$ cat src/rtl/led_seq_pkg.sv
// led_seq_pkg: shared definitions for the LED sequencer.
// Holds the pattern mode and FSM state enums, the field layout of the
// HPS LED register export, and the helper that computes the pattern
// loaded when a new command is accepted.
package led_seq_pkg;

  // Widths of the register export and the LED drive.
  localparam int LEDREG_W   = 8;
  localparam int LED_W      = 8;

  // Field layout of ledreg: [7:6] mode, [5:3] speed, [2:0] seed.
  localparam int MODE_LSB   = 6;
  localparam int MODE_W     = 2;
  localparam int SPEED_LSB  = 3;
  localparam int SPEED_W    = 3;
  localparam int SEED_LSB   = 0;
  localparam int SEED_W     = 3;

  // Base ticks per step go up to 8, so a 3-bit counter (0..7) is enough.
  localparam int STEP_CNT_W = 3;

  typedef enum logic [MODE_W-1:0] {
    DIRECT = 2'b00,
    SHIFT  = 2'b01,
    BOUNCE = 2'b10,
    BLINK  = 2'b11
  } mode_e;

  typedef enum logic [1:0] {
    IDLE = 2'b00,
    LOAD = 2'b01,
    RUN  = 2'b10,
    HOLD = 2'b11
  } state_e;

  // Pattern shown right after a command is accepted.
  // DIRECT shows the low six register bits, SHIFT/BOUNCE light the seed
  // position, BLINK starts fully lit.
  function automatic logic [LED_W-1:0] load_pattern(input logic [LEDREG_W-1:0] cmd);
    logic [LED_W-1:0] pat;
    pat = '0;
    case (mode_e'(cmd[MODE_LSB +: MODE_W]))
      DIRECT:        pat = {{MODE_W{1'b0}}, cmd[MODE_LSB-1:0]};
      SHIFT, BOUNCE: pat = 8'h01 << cmd[SEED_LSB +: SEED_W];
      BLINK:         pat = 8'hFF;
      default:       pat = '0;
    endcase
    return pat;
  endfunction

endpackage

$ cat src/rtl/led_seq_tick.sv
// led_seq_tick: step timing for the LED sequencer.
// A prescaler divides the clock by BASE_DIV into base ticks, and a small
// counter groups (8 - speed) base ticks into one step. Clearing restarts
// the whole interval; dropping enable freezes both counters so a paused
// sequence resumes with the remainder of its interval intact.
module led_seq_tick
  import led_seq_pkg::*;
#(
  parameter int BASE_DIV = 781250
) (
  input  logic               i_clk,
  input  logic               i_rst_n,
  input  logic               i_clear,
  input  logic               i_enable,
  input  logic [SPEED_W-1:0] i_speed,
  output logic               o_step
);

  // A divide-by-1 prescaler still needs a one-bit register.
  localparam int PRESC_W = (BASE_DIV > 1) ? $clog2(BASE_DIV) : 1;
  localparam logic [PRESC_W-1:0] PRESC_LAST = PRESC_W'(BASE_DIV - 1);

  logic [PRESC_W-1:0]    r_presc;
  logic [STEP_CNT_W-1:0] r_step_cnt;
  logic                  w_base_tick;
  logic [STEP_CNT_W-1:0] w_step_last;

  // A step spans (8 - speed) base ticks, so the counter's last value is 7 - speed.
  assign w_step_last = 3'd7 - i_speed;
  assign w_base_tick = i_enable && (r_presc == PRESC_LAST);
  assign o_step      = w_base_tick && (r_step_cnt == w_step_last);

  // Prescaler and base-tick counter; both wrap on a step so no value overflows.
  always_ff @(posedge i_clk or negedge i_rst_n) begin
    if (!i_rst_n) begin
      r_presc    <= '0;
      r_step_cnt <= '0;
    end else if (i_clear) begin
      r_presc    <= '0;
      r_step_cnt <= '0;
    end else if (i_enable) begin
      if (w_base_tick) begin
        r_presc    <= '0;
        r_step_cnt <= o_step ? '0 : r_step_cnt + 1'b1;
      end else begin
        r_presc    <= r_presc + 1'b1;
      end
    end
  end

endmodule

$ cat src/rtl/led_seq_ctrl.sv
// led_seq_ctrl: LED pattern sequencer driven by the HPS LED register.
// The register is sampled every cycle; any change reloads the pattern
// two cycles later and restarts step timing. Patterns then advance by
// SHIFT, BOUNCE or BLINK rules, while DIRECT simply shows the register.
// Define LED_SEQ_PAUSE_EN to add the pause_n input and the HOLD state.
module led_seq_ctrl
  import led_seq_pkg::*;
#(
  parameter int BASE_DIV = 781250
) (
  input  logic                clk_clk,
  input  logic                reset_reset_n,
  input  logic [LEDREG_W-1:0] ledreg_i,
`ifdef LED_SEQ_PAUSE_EN
  input  logic                pause_n,
`endif
  output logic [LED_W-1:0]    led_o,
  output logic                step_o,
  output logic                busy_o
);

  state_e               r_state;
  state_e               w_next_state;
  logic [LEDREG_W-1:0]  r_cmd;
  logic [LED_W-1:0]     r_led;
  logic                 r_step;
  logic                 r_dir_left;

  logic                 w_change;
  logic                 w_pause_n;
  mode_e                w_mode;
  logic [SPEED_W-1:0]   w_speed;
  logic                 w_tick_clear;
  logic                 w_tick_enable;
  logic                 w_step;
  logic [LED_W-1:0]     w_stepped_led;
  logic                 w_next_dir_left;

`ifdef LED_SEQ_PAUSE_EN
  assign w_pause_n = pause_n;
`else
  assign w_pause_n = 1'b1;
`endif

  assign w_change = (ledreg_i != r_cmd);
  assign w_mode   = mode_e'(r_cmd[MODE_LSB +: MODE_W]);
  assign w_speed  = r_cmd[SPEED_LSB +: SPEED_W];

  // Timing restarts while loading; a pending command change beats a step.
  assign w_tick_clear  = (r_state == LOAD);
  assign w_tick_enable = (r_state == RUN) && (w_mode != DIRECT) && !w_change;

  led_seq_tick #(
    .BASE_DIV (BASE_DIV)
  ) u_tick (
    .i_clk    (clk_clk),
    .i_rst_n  (reset_reset_n),
    .i_clear  (w_tick_clear),
    .i_enable (w_tick_enable),
    .i_speed  (w_speed),
    .o_step   (w_step)
  );

  // Command capture and FSM state register.
  always_ff @(posedge clk_clk or negedge reset_reset_n) begin
    if (!reset_reset_n) begin
      r_cmd   <= '0;
      r_state <= IDLE;
    end else begin
      r_cmd   <= ledreg_i;
      r_state <= w_next_state;
    end
  end

  // Next state: a command change always forces a reload, from any state.
  always_comb begin
    w_next_state = r_state;
    if (w_change) begin
      w_next_state = LOAD;
    end else begin
      case (r_state)
        IDLE:    w_next_state = IDLE;
        LOAD:    w_next_state = w_pause_n ? RUN : HOLD;
        RUN:     if (!w_pause_n) w_next_state = HOLD;
        HOLD:    if (w_pause_n) w_next_state = RUN;
        default: w_next_state = IDLE;
      endcase
    end
  end

  // Pattern advance for one step; BOUNCE turns around at either end so the
  // lit bit never shifts out.
  always_comb begin
    w_stepped_led   = r_led;
    w_next_dir_left = r_dir_left;
    case (w_mode)
      SHIFT: w_stepped_led = {r_led[LED_W-2:0], r_led[LED_W-1]};
      BLINK: w_stepped_led = ~r_led;
      BOUNCE: begin
        if (r_dir_left) begin
          if (r_led[LED_W-1]) begin
            w_stepped_led   = r_led >> 1;
            w_next_dir_left = 1'b0;
          end else begin
            w_stepped_led   = r_led << 1;
          end
        end else begin
          if (r_led[0]) begin
            w_stepped_led   = r_led << 1;
            w_next_dir_left = 1'b1;
          end else begin
            w_stepped_led   = r_led >> 1;
          end
        end
      end
      default: w_stepped_led = r_led;
    endcase
  end

  // LED register: loaded on leaving LOAD, stepped on each step with the
  // step pulse raised in the same cycle the new value appears.
  always_ff @(posedge clk_clk or negedge reset_reset_n) begin
    if (!reset_reset_n) begin
      r_led      <= '0;
      r_step     <= 1'b0;
      r_dir_left <= 1'b1;
    end else begin
      r_step <= 1'b0;
      if (r_state == LOAD) begin
        r_led      <= load_pattern(r_cmd);
        r_dir_left <= 1'b1;
      end else if (w_step) begin
        r_led      <= w_stepped_led;
        r_dir_left <= w_next_dir_left;
        r_step     <= 1'b1;
      end
    end
  end

  assign led_o  = r_led;
  assign step_o = r_step;
  assign busy_o = (r_state != IDLE);

endmodule

$ cat config.mk
export PLATFORM = sky130hd
export DESIGN_NAME = led_seq_ctrl
export DESIGN_NICKNAME = d
export VERILOG_FILES = /design/src/rtl/led_seq_pkg.sv /design/src/rtl/led_seq_tick.sv /design/src/rtl/led_seq_ctrl.sv
export SDC_FILE = /design/constraint.sdc
export NUM_CORES = 1
export LEC_CHECK = 0
export BUFFER_PORTS_ARGS = -buffer_cell sky130_fd_sc_hd__buf_2
export CORE_MARGIN = 3
export CORE_UTILIZATION = 50
export DETAILED_ROUTE_END_ITERATION = 12
export PLACE_DENSITY = 0.68
export SLEW_MARGIN = 40
export SYNTH_ARGS = -nofsm -noshare
export SYNTH_HDL_FRONTEND = slang
export SYNTH_HIERARCHICAL = 1
export SYNTH_SLANG_ARGS = --single-unit
$ cat constraint.sdc
create_clock -name clk_clk -period 6.45 [get_ports clk_clk]
set_input_delay 0.645 -clock clk_clk [delete_from_list [all_inputs] [get_ports clk_clk]]
set_output_delay 0.645 -clock clk_clk [all_outputs]
set_load 0.1 [all_outputs]
* Yosys cells after proc, flatten, opt, wreduce, memory -nomap -nowiden *
Cells that the tools add are included.

storage, ports and cells
  bits in registers = 43
  input bits = 10
  word-level logic and storage cells = 65

operators by class
  $add $sub $neg = 3
  eq/ne operators = 10
  shifts and indexed selects = 1
  multiplexer cells = 24
  bitwise gates (word level) = 1
  reductions and logical operators = 19

operators by type and width
  kind                                              count
  2-to-1 mux 20 bit                                 3
  one-hot mux 8 bit (3 select lines)                2
  2-to-1 mux 8 bit                                  5
  adder 20 x 1 -> 20 bit (second input constant)    1
  == test 20 bit (second input constant)            1
  2-to-1 mux 3 bit                                  4
  nonzero test 2 bit                                6
  == test 2 bit (second input constant)             4
  2-to-1 mux 1 bit                                  8
  != test 8 bit                                     1
  NOT 8 bit                                         1
  left shift 1 x 3 -> 8 bit (first input constant)  1
  AND reduction 2 bit                               3
  == test 2 x 1 -> 1 bit (second input constant)    2
  logical AND 1 bit                                 4
  zero test 2 bit                                   2
  one-hot mux 2 bit (2 select lines)                1
  nonzero test 4 bit                                1
  OR reduction 2 bit                                2
  adder 3 x 1 -> 3 bit (second input constant)      1
  == test 3 bit                                     1
  subtractor 3 bit (first input constant)           1
  2-to-1 mux 2 bit                                  1
  != test 2 bit (second input constant)             1
  zero test 1 bit                                   1

* Longest topological paths before layout *
Gate-level depths: netlist of the first run.

  word-level depth = 9
  depth in mapped cells = 14

* Cells and area by module *
The synthesis of the first run kept the hierarchy.

by module, submodules not included
  module        times used  cells each  area each (sq um)  seq. area each (sq um)
  led_seq_ctrl  1           142         1358.8             501.7
  led_seq_tick  1           134         1312.5             575.6

* Worst setup path before layout of the first run *
No wires, ideal clock.

  path kind = input -> register
  start point = in ledreg_i[6]
  end point = reg r_led[6], in the netlist led_o[6]
  setup time = 0.126 ns
  data arrival time = 3.217 ns
  data required time = 6.324 ns
  slack = 3.107 ns
  stages on the path = 12
  buffers on the path = 2
  cell sequence = xor2_1 > nor4_4 > nand2_1 > nor4b_2 > buf_2 > nor4b_1 > nand3_1 > nor3_1 > o31ai_2 > and2_1 > buf_6 > a221o_1

between the ends
  cells in the longest elaborated chain, start to end = 7

ends and longest elaborated chain
  element                               line                 text
  start: declaration                    led_seq_ctrl.sv:13   input logic [LEDREG_W-1:0] ledreg_i,
  != test 8 bit                         led_seq_ctrl.sv:45   assign w_change = (ledreg_i != r_cmd);
  zero test 1 bit                       led_seq_ctrl.sv:51   assign w_tick_enable = (r_state == RUN) && (w_mode != DIRECT) && !w_change;
  logical AND 1 bit                     led_seq_ctrl.sv:51
  net w_tick_enable                     led_seq_ctrl.sv:34   logic w_tick_enable;
  logical AND 1 bit                     led_seq_tick.sv:30   assign w_base_tick = i_enable && (r_presc == PRESC_LAST);
  logical AND 1 bit                     led_seq_tick.sv:31   assign o_step = w_base_tick && (r_step_cnt == w_step_last);
  net w_step                            led_seq_ctrl.sv:35   logic w_step;
  nonzero test 2 bit (no source line)   n/a
  AND reduction 2 bit (no source line)  n/a
  end signal: assignment                led_seq_ctrl.sv:130  r_led <= load_pattern(r_cmd);
  end signal: assignment                led_seq_ctrl.sv:133  r_led <= w_stepped_led;
  end: declaration                      led_seq_ctrl.sv:25   logic [LED_W-1:0] r_led;

The timed path passes the listed nets, and every way through them passes these cells.
A chain may end at the register's enable or synchronous reset.

* Final worst setup path of the first run *
  start point = reg r_cmd[6]
  end point = reg r_led[0], in the netlist led_o[0]

between the ends
  cells in the longest elaborated chain, start to end = 7
  elaborated cells between the ends (all ways) = 19
  those cells by class = eq/ne (4); mux (4); reduce/logical (11)

ends and longest elaborated chain
  element                                               line                                    text
  start: declaration                                    led_seq_ctrl.sv:24                      logic [LEDREG_W-1:0] r_cmd;
  start signal: assignment                              led_seq_ctrl.sv:70                      r_cmd <= ledreg_i;
  != test 8 bit or nonzero test 2 bit (tied branches)   led_seq_ctrl.sv:45, led_seq_ctrl.sv:51
  zero test 1 bit or logical AND 1 bit (tied branches)  led_seq_ctrl.sv:51
  logical AND 1 bit (*)                                 led_seq_ctrl.sv:51
  net w_tick_enable                                     led_seq_ctrl.sv:34
  logical AND 1 bit (*)                                 led_seq_tick.sv:30
  logical AND 1 bit (*)                                 led_seq_tick.sv:31
  net w_step                                            led_seq_ctrl.sv:35
  nonzero test 2 bit (no source line) (*)               n/a
  AND reduction 2 bit (no source line) (*)              n/a

Mark *: on every way through the listed nets, which the timed path passes. The rest lies on a longest branch. The select of a mux whose other input is x is not followed.

==> results.py, run 1 <==
metrics = {
    "run_status": {
        "outcome": "complete, no violations",
    },
    "synth": {
        "async_s_r_ff_share_synth_pct": 100,
        "synth_top_family_by_area": "simple AND/OR/NAND/NOR gates",
        "yosys_top_cell_by_area": "dfrtp_1",
        "synth_xor_xnor_area_share_pct": 8.15,
        "yosysUniqueCellTypes": 59,
        "synth-simple-area-share_pct": 24.6,
        "synthesis.area_per_instance_sq_um": 9.68,
        "area_contributors_post_synth": "dfrtp_1 (39%), xor2_1 (5.2%), ha_1 (4.2%)",
        "synth_adder_area_share_pct": 4.22,
        "synth-main-ff-cell": "dfrtp_1",
        "synth.yosys.seq_area_share_pct": 40.3,
        "netlist.area_leader.share_pct": 39.3,
        "number_of_nets_in_the_synthesized_netlist": 295,
        "synth-warning-count": 6,
        "synth_cells": 276,
        "complex_gate_fraction_of_the_synthesized_area_pct": 18.5,
        "synth_edf_count": 0,
        "ys_ff_latch": 43,
        "synth_mux_area_share_pct": 0,
        "post_synth_instance_area_sq_um": 2670,
    },
    "final_layout": {
        "antennaDiodeCount": 0,
        "finalNetCount": 310,
        "area_growth_pct": 7.49,
        "final_design_area_no_fill_sq_um": 2870,
        "layout-drive-gt1-share_pct": 15.4,
    },
    "die": {
        "number_of_rows_created_at_floorplan": 25,
        "fp.coreArea_sq_um": 4940,
        "boundaryPins": 20,
        "initial_core_util_pct": 54.1,
        "fp.dieArea_sq_um": 6260,
        "floorplan.die.height_um": 79.1,
        "die_w_um": 79.1,
    },
    "worst_setup_path": {
        "worstPathMaxFanout": 10,
        "cp_data_arrival_time_ns": 4.01,
        "worstRegToRegCells": 11,
        "worst_setup_sp_type": "register",
        "worstSetupEndpoint": "led_o[0]",
        "critical_path.endpoint_type": "register",
        "timing.setup.critical_path_class": "register to register",
        "rrSetupSlack_ns": 2.61,
        "timing.critical_path.required_ns": 6.62,
        "timing.rr.start": "r_cmd[6]",
        "critical_path.startpoint": "r_cmd[6]",
        "critical_path.reg2reg.endpoint": "led_o[0]",
    },
    "route": {
        "detail_route.vias_per_cell": 5.92,
        "drt_iter0_drc": 165,
        "antenna_left": 0,
        "drtPass1Iterations": 4,
        "via_count": 2126,
        "drt_wl_total_um": 5600,
        "post-route-drc-count": 0,
        "routed_wire_length_per_instance_um": 15.6,
    },
    "global_routing": {
        "grt_antenna_before_repair": 0,
        "grt_pass1_vias": 1905,
        "grt_max_degree": 44,
        "groute.usage.overall_pct": 19.1,
        "grt_pass1_wl_um": 9450,
        "grt_overflow": 0,
    },
    "place": {
        "routabilityCongestion": 0.923,
        "detailed_placement_wirelength_estimate_um": 3950,
        "io_buffer_count": 19,
        "standard_cell_area_after_detailed_placement_sq_um": 2790,
    },
    "sta": {
        "setup_repair_after_global_routing_missed_its_margin": "false",
        "setup_viol": 0,
        "final_max_slew_viol_count": 0,
        "max-slew-margin-rel_pct": 45.7,
        "setup_tns_ns": 0,
        "finalWorstPathRequiredPeriod_ns": 3.84,
        "max_freq_mhz": 260,
        "timing.final.crit_share_pct": 59.5,
        "hold_violations": 0,
        "tightest_slew_ns": 0.812,
        "clock-skew-final_ns": 0.00653,
    },
    "clock_network": {
        "post_cts_hold_buffer_count": 0,
        "tritoncts_num_sinks": 43,
        "cts_tree": "built",
        "cts.reportedPaths.clkPinSlew_ns": 0.08,
        "numCtsBuffers": 5,
        "cts.htree.levels": 2,
        "post-cts-setup-buffer-count": 0,
        "cts_root_buffer": "clkbuf_8",
        "clkLatencyLatePin_ns": 0.29,
        "cts_buffer_depth": 2,
        "postCtsResizedCells": 0,
    },
    "pwr": {
        "p_switching_w": 0.000178,
        "cellLeakagePower_nw": 1.12,
        "comb_power_share_pct": 17.8,
        "share_seq_of_total_power_pct": 52.2,
        "power_report.internal_total_w": 0.000379,
        "cellPowerDensity_nw_per_um2": 194,
        "power_frac_clock_pct": 30.0,
        "vdd_ir_drop_max_v": 0.000151,
        "power_switching_share_pct": 32.0,
    },
    "flow_run": {
        "timing.max_cap.violations": 0,
    },
    "hold_path": {
        "timing.hold.worst.class": "input port to asynchronous set/reset pin",
    },
}
-- worst max-delay path, cell delays in order, from the launching register on --
cell and delay [ns]:
dfrtp_1 0.45, xor2_1 0.21, nor4_4 0.29, nand2_1 0.11, nor4b_2 0.73, nor4b_1 0.31, nand3_1 0.31, nor3_1 0.52
o31ai_2 0.16, and2_1 0.27, a31oi_1 0.25, a21oi_1 0.11
-- synthesized netlist by cell type, types with 4 or more instances --
master and number:
xor2_1 16, a31oi_1 4, nand4_1 5, nand3_1 8, xnor2_1 7, nor3_1 7, buf_2 8, o21ai_0 16
o31ai_1 4, nor2_1 19, nand2b_1 15, inv_1 11, a32oi_1 8, nand2_1 19, dfrtp_1 42, ha_1 9
a21oi_1 16
-- sequential cells by signal, indices dropped and copies added, names as in the netlist --
signal / flops
led_o: 8
r_cmd: 8
r_dir_left: 1
r_state: 2
step_o: 1
u_tick/r_presc: 20
u_tick/r_step_cnt: 3
-- worst min-delay path by stage --
stage                    endpoint          startpoint  cells after the start  slack (ns)
5_1_grt        u_tick/r_presc[17]       reset_reset_n                      1        0.36
4_1_cts        u_tick/r_presc[17]       reset_reset_n                      1        0.35
6_report       u_tick/r_presc[17]       reset_reset_n                      1        0.33
3_3_place_gp   u_tick/r_presc[19]  u_tick/r_presc[19]                      2        0.55
2_1_floorplan            led_o[0]       reset_reset_n                      0        0.35
3_5_place_dp   u_tick/r_presc[19]  u_tick/r_presc[19]                      2        0.56
-- cell families after synthesis --
group / after synthesis
AND/OR/NAND/NOR: 108
AO/OA/AOI/OAI: 69
flip-flops: 43
XOR/XNOR: 24
buffers and inverters: 23
adder cells (fa/ha/maj): 9
-- through the flow --
stage          setup slack (ns)  util (%)  total power [W]  hold slack (ns)  instances
6_report                   2.61      58.1         0.000556            0.325        359
5_1_grt                    2.25      58.1         0.000583            0.363        359
4_1_cts                    2.66      58.1         0.000564            0.346        359
3_5_place_dp               2.39      56.4         0.000394            0.560        351
3_3_place_gp               2.53      56.3         0.000394            0.555        351
2_1_floorplan              3.11         -         0.000368            0.349        276
-- layout make-up --
cell class / count / area (sq um)
clock buffers: 6 / 72.6
clock inverters: 2 / 12.5
fillers: 453 / 2070
inverters: 12 / 45.0
multi-input cells: 210 / 1480
flip-flops and latches: 43 / 1080
well taps: 67 / 83.8
repair buffers: 19 / 97.6
-- layer usage --
metal	up-vias	global-route usage, %	share of wire (%)
li1	1044	-	-
met1	1018	30.2	51
met2	60	26.9	43
met3	4	3.51	5.6
met4	0	4.47	0.66
met5	-	0	0
-- power by group through the flow --
stage,logic [W],clock network [W],registers [W]
2_1_floorplan,0.0000412,0,0.000327
3_3_place_gp,0.0000986,0,0.000295
3_5_place_dp,0.0000989,0,0.000295
4_1_cts,0.0000992,0.000174,0.000290
5_1_grt,0.000106,0.000185,0.000292
6_report,0.0000989,0.000167,0.000290
-- layout by cell type, fill, tap and decap left out, types with 8 or more instances in the layout --
cell,count
buf_2,18
dfrtp_1,42
nor2_1,19
ha_1,9
nand2b_1,15
o21ai_0,16
nand3_1,8
xor2_1,16
a21oi_1,16
inv_1,11
nand2_1,19
a32oi_1,8
Power figures use the tool's default switching activity.
==> run 2, diff against run 1 <==
--- a/config.mk
+++ b/config.mk
@@ -9,7 +9,7 @@
 export CORE_MARGIN = 3
 export CORE_UTILIZATION = 50
 export DETAILED_ROUTE_END_ITERATION = 12
-export PLACE_DENSITY = 0.68
+export PLACE_DENSITY = 0.71
 export SLEW_MARGIN = 40
 export SYNTH_ARGS = -nofsm -noshare
 export SYNTH_HDL_FRONTEND = slang
==> constraint.sdc (replaced) <==
create_clock -name clk_clk -period 3.4 [get_ports clk_clk]
set_input_delay 0.34 -clock clk_clk [delete_from_list [all_inputs] [get_ports clk_clk]]
set_output_delay 0.34 -clock clk_clk [all_outputs]
set_load 0.1 [all_outputs]
==> results.py, run 2 (synthesis gave the netlist of run 1 again) <==
metrics = {
    "clock_network": {
        "post-cts-setup-buffer-count": 0,
        "tritoncts_num_sinks": 43,
        "clkLatencyLatePin_ns": 0.29,
        "post_cts_hold_buffer_count": 0,
        "numCtsBuffers": 5,
        "cts_root_buffer": "clkbuf_8",
        "cts_buffer_depth": 2,
        "cts.htree.levels": 2,
        "cts_tree": "built",
        "cts.reportedPaths.clkPinSlew_ns": 0.08,
        "postCtsResizedCells": 0,
    },
    "sta": {
        "setup_tns_ns": 0,
        "final_max_slew_viol_count": 0,
        "setup_viol": 0,
        "setup_repair_after_global_routing_missed_its_margin": "false",
        "timing.final.crit_share_pct": 89.8,
        "hold_violations": 0,
        "clock-skew-final_ns": 0.00979,
        "tightest_slew_ns": 0.544,
        "max_freq_mhz": 327,
        "max-slew-margin-rel_pct": 63.8,
        "finalWorstPathRequiredPeriod_ns": 3.05,
    },
    "die": {
        "fp.dieArea_sq_um": 6260,
        "number_of_rows_created_at_floorplan": 25,
        "boundaryPins": 20,
        "initial_core_util_pct": 54.1,
        "die_w_um": 79.1,
        "floorplan.die.height_um": 79.1,
        "fp.coreArea_sq_um": 4940,
    },
    "global_routing": {
        "grt_max_degree": 44,
        "groute.usage.overall_pct": 19.4,
        "grtUsageMet2_pct": 28.5,
        "grt_antenna_before_repair": 0,
        "grt_overflow": 0,
        "grt_util_met1_pct": 28.6,
        "grt_pass1_wl_um": 9680,
        "top_usage_layer": "met1",
        "grt_pass1_vias": 2016,
        "met3_usage_grt_pct": 3.74,
    },
    "final_layout": {
        "antennaDiodeCount": 0,
        "largest_reg_flops": 20,
        "multi_input_area_sq_um": 1480,
        "area_growth_pct": 8.76,
        "final_design_area_no_fill_sq_um": 2910,
        "final.fill_count": 445,
        "layout_common_cells": "dfrtp_1 (42), nand2_1 (19), nor2_1 (19)",
        "seqCellArea_sq_um": 1080,
        "layout-drive-gt1-share_pct": 16.5,
        "finalNetCount": 315,
        "largest-register": "u_tick/r_presc",
        "layout.cells.most_common": "dfrtp_1",
    },
    "place": {
        "routabilityCongestion": 0.814,
        "detailed_placement_wirelength_estimate_um": 4070,
        "standard_cell_area_after_detailed_placement_sq_um": 2820,
        "io_buffer_count": 19,
    },
    "route": {
        "via_count": 2175,
        "detail_route.vias_per_cell": 5.98,
        "drt_wl_total_um": 5690,
        "antenna_left": 0,
        "drtPass1Iterations": 4,
        "routed_wire_length_per_instance_um": 15.6,
        "post-route-drc-count": 0,
        "drt_iter0_drc": 169,
    },
    "pwr": {
        "cellPowerDensity_nw_per_um2": 360,
        "vdd_ir_drop_max_v": 0.000387,
        "cellLeakagePower_nw": 1.15,
    },
    "worst_setup_path": {
        "timing.critical_path.required_ns": 3.57,
        "worst_setup_sp_type": "register",
        "critical_path.endpoint_type": "register",
        "cp_data_arrival_time_ns": 3.22,
        "worstPathMaxFanout": 8,
        "timing.setup.critical_path_class": "register to register",
    },
    "hold_path": {
        "timing.hold.worst.class": "input port to asynchronous set/reset pin",
    },
    "flow_run": {
        "timing.max_cap.violations": 0,
    },
    "run_status": {
        "outcome": "complete, no violations",
    },
}
## run 2: critical path: stages, from the launching register on
cell     delay, ns
dfrtp_1       0.44
xor2_1        0.21
nor4_4        0.30
nand2_1       0.13
nor4b_2       0.34
nor4b_1       0.27
nand3_1       0.13
nor3_1        0.33
o31ai_2       0.14
and2_1        0.26
a31oi_1       0.26
a21oi_1       0.11
## run 2: cell type report
cell class | instances | share of cell area (%)
clock inverter | 1 | 0.172
multi-input combinational | 210 | 51.0
timing repair buffer | 24 | 4.65
tap | 67 | 2.89
inverter | 12 | 1.55
clock buffer | 7 | 2.63
sequential | 43 | 37.1
## run 2: through the flow
| stage | cells | setup WS, ns | total power (W) | utilization (%) | hold slack [ns] |
|---|---|---|---|---|---|
| after global routing | 364 | 0.0960 | 0.00110 | 58.8 | 0.0679 |
| after floorplan | 276 | 0.255 | 0.000699 | - | 0.0444 |
| after global placement | 356 | 0.506 | 0.000746 | 57.1 | 0.472 |
| after detailed placement | 356 | 0.367 | 0.000747 | 57.1 | 0.367 |
| after CTS | 364 | 0.352 | 0.00106 | 58.8 | 0.0509 |
| final | 364 | 0.347 | 0.00105 | 58.8 | 0.0348 |
## run 2: path summary, 6_finish.rpt
check	startpoint	endpoint	cells after the start	slack, ns
max in group asynchronous	reset_reset_n	r_state[0]	1	2.99
hold reg to reg	u_tick/r_step_cnt[2]	u_tick/r_step_cnt[2]	2	0.58
min in group clk_clk	ledreg_i[6]	r_cmd[6]	1	0.18
setup / recovery	r_cmd[6]	led_o[0]	11	0.35
setup reg to reg	r_cmd[6]	led_o[0]	11	0.35
hold / removal	reset_reset_n	u_tick/r_presc[6]	1	0.03
## run 2: power breakdown
| group | leakage, nW | switching (W) | internal, W |
|---|---|---|---|
| clock network | 0.0422 | 0.000165 | 0.000144 |
| registers | 0.561 | 0.0000245 | 0.000525 |
| logic | 0.544 | 0.000138 | 0.0000499 |
## run 2: per-layer routing
layer | up-vias | share of wire [%] | wire length, um
li1 | 1052 | - | -
met1 | 1048 | 49 | 2770
met2 | 69 | 45 | 2560
met3 | 6 | 5.2 | 294
met4 | 0 | 1.1 | 62
met5 | - | 0 | 0
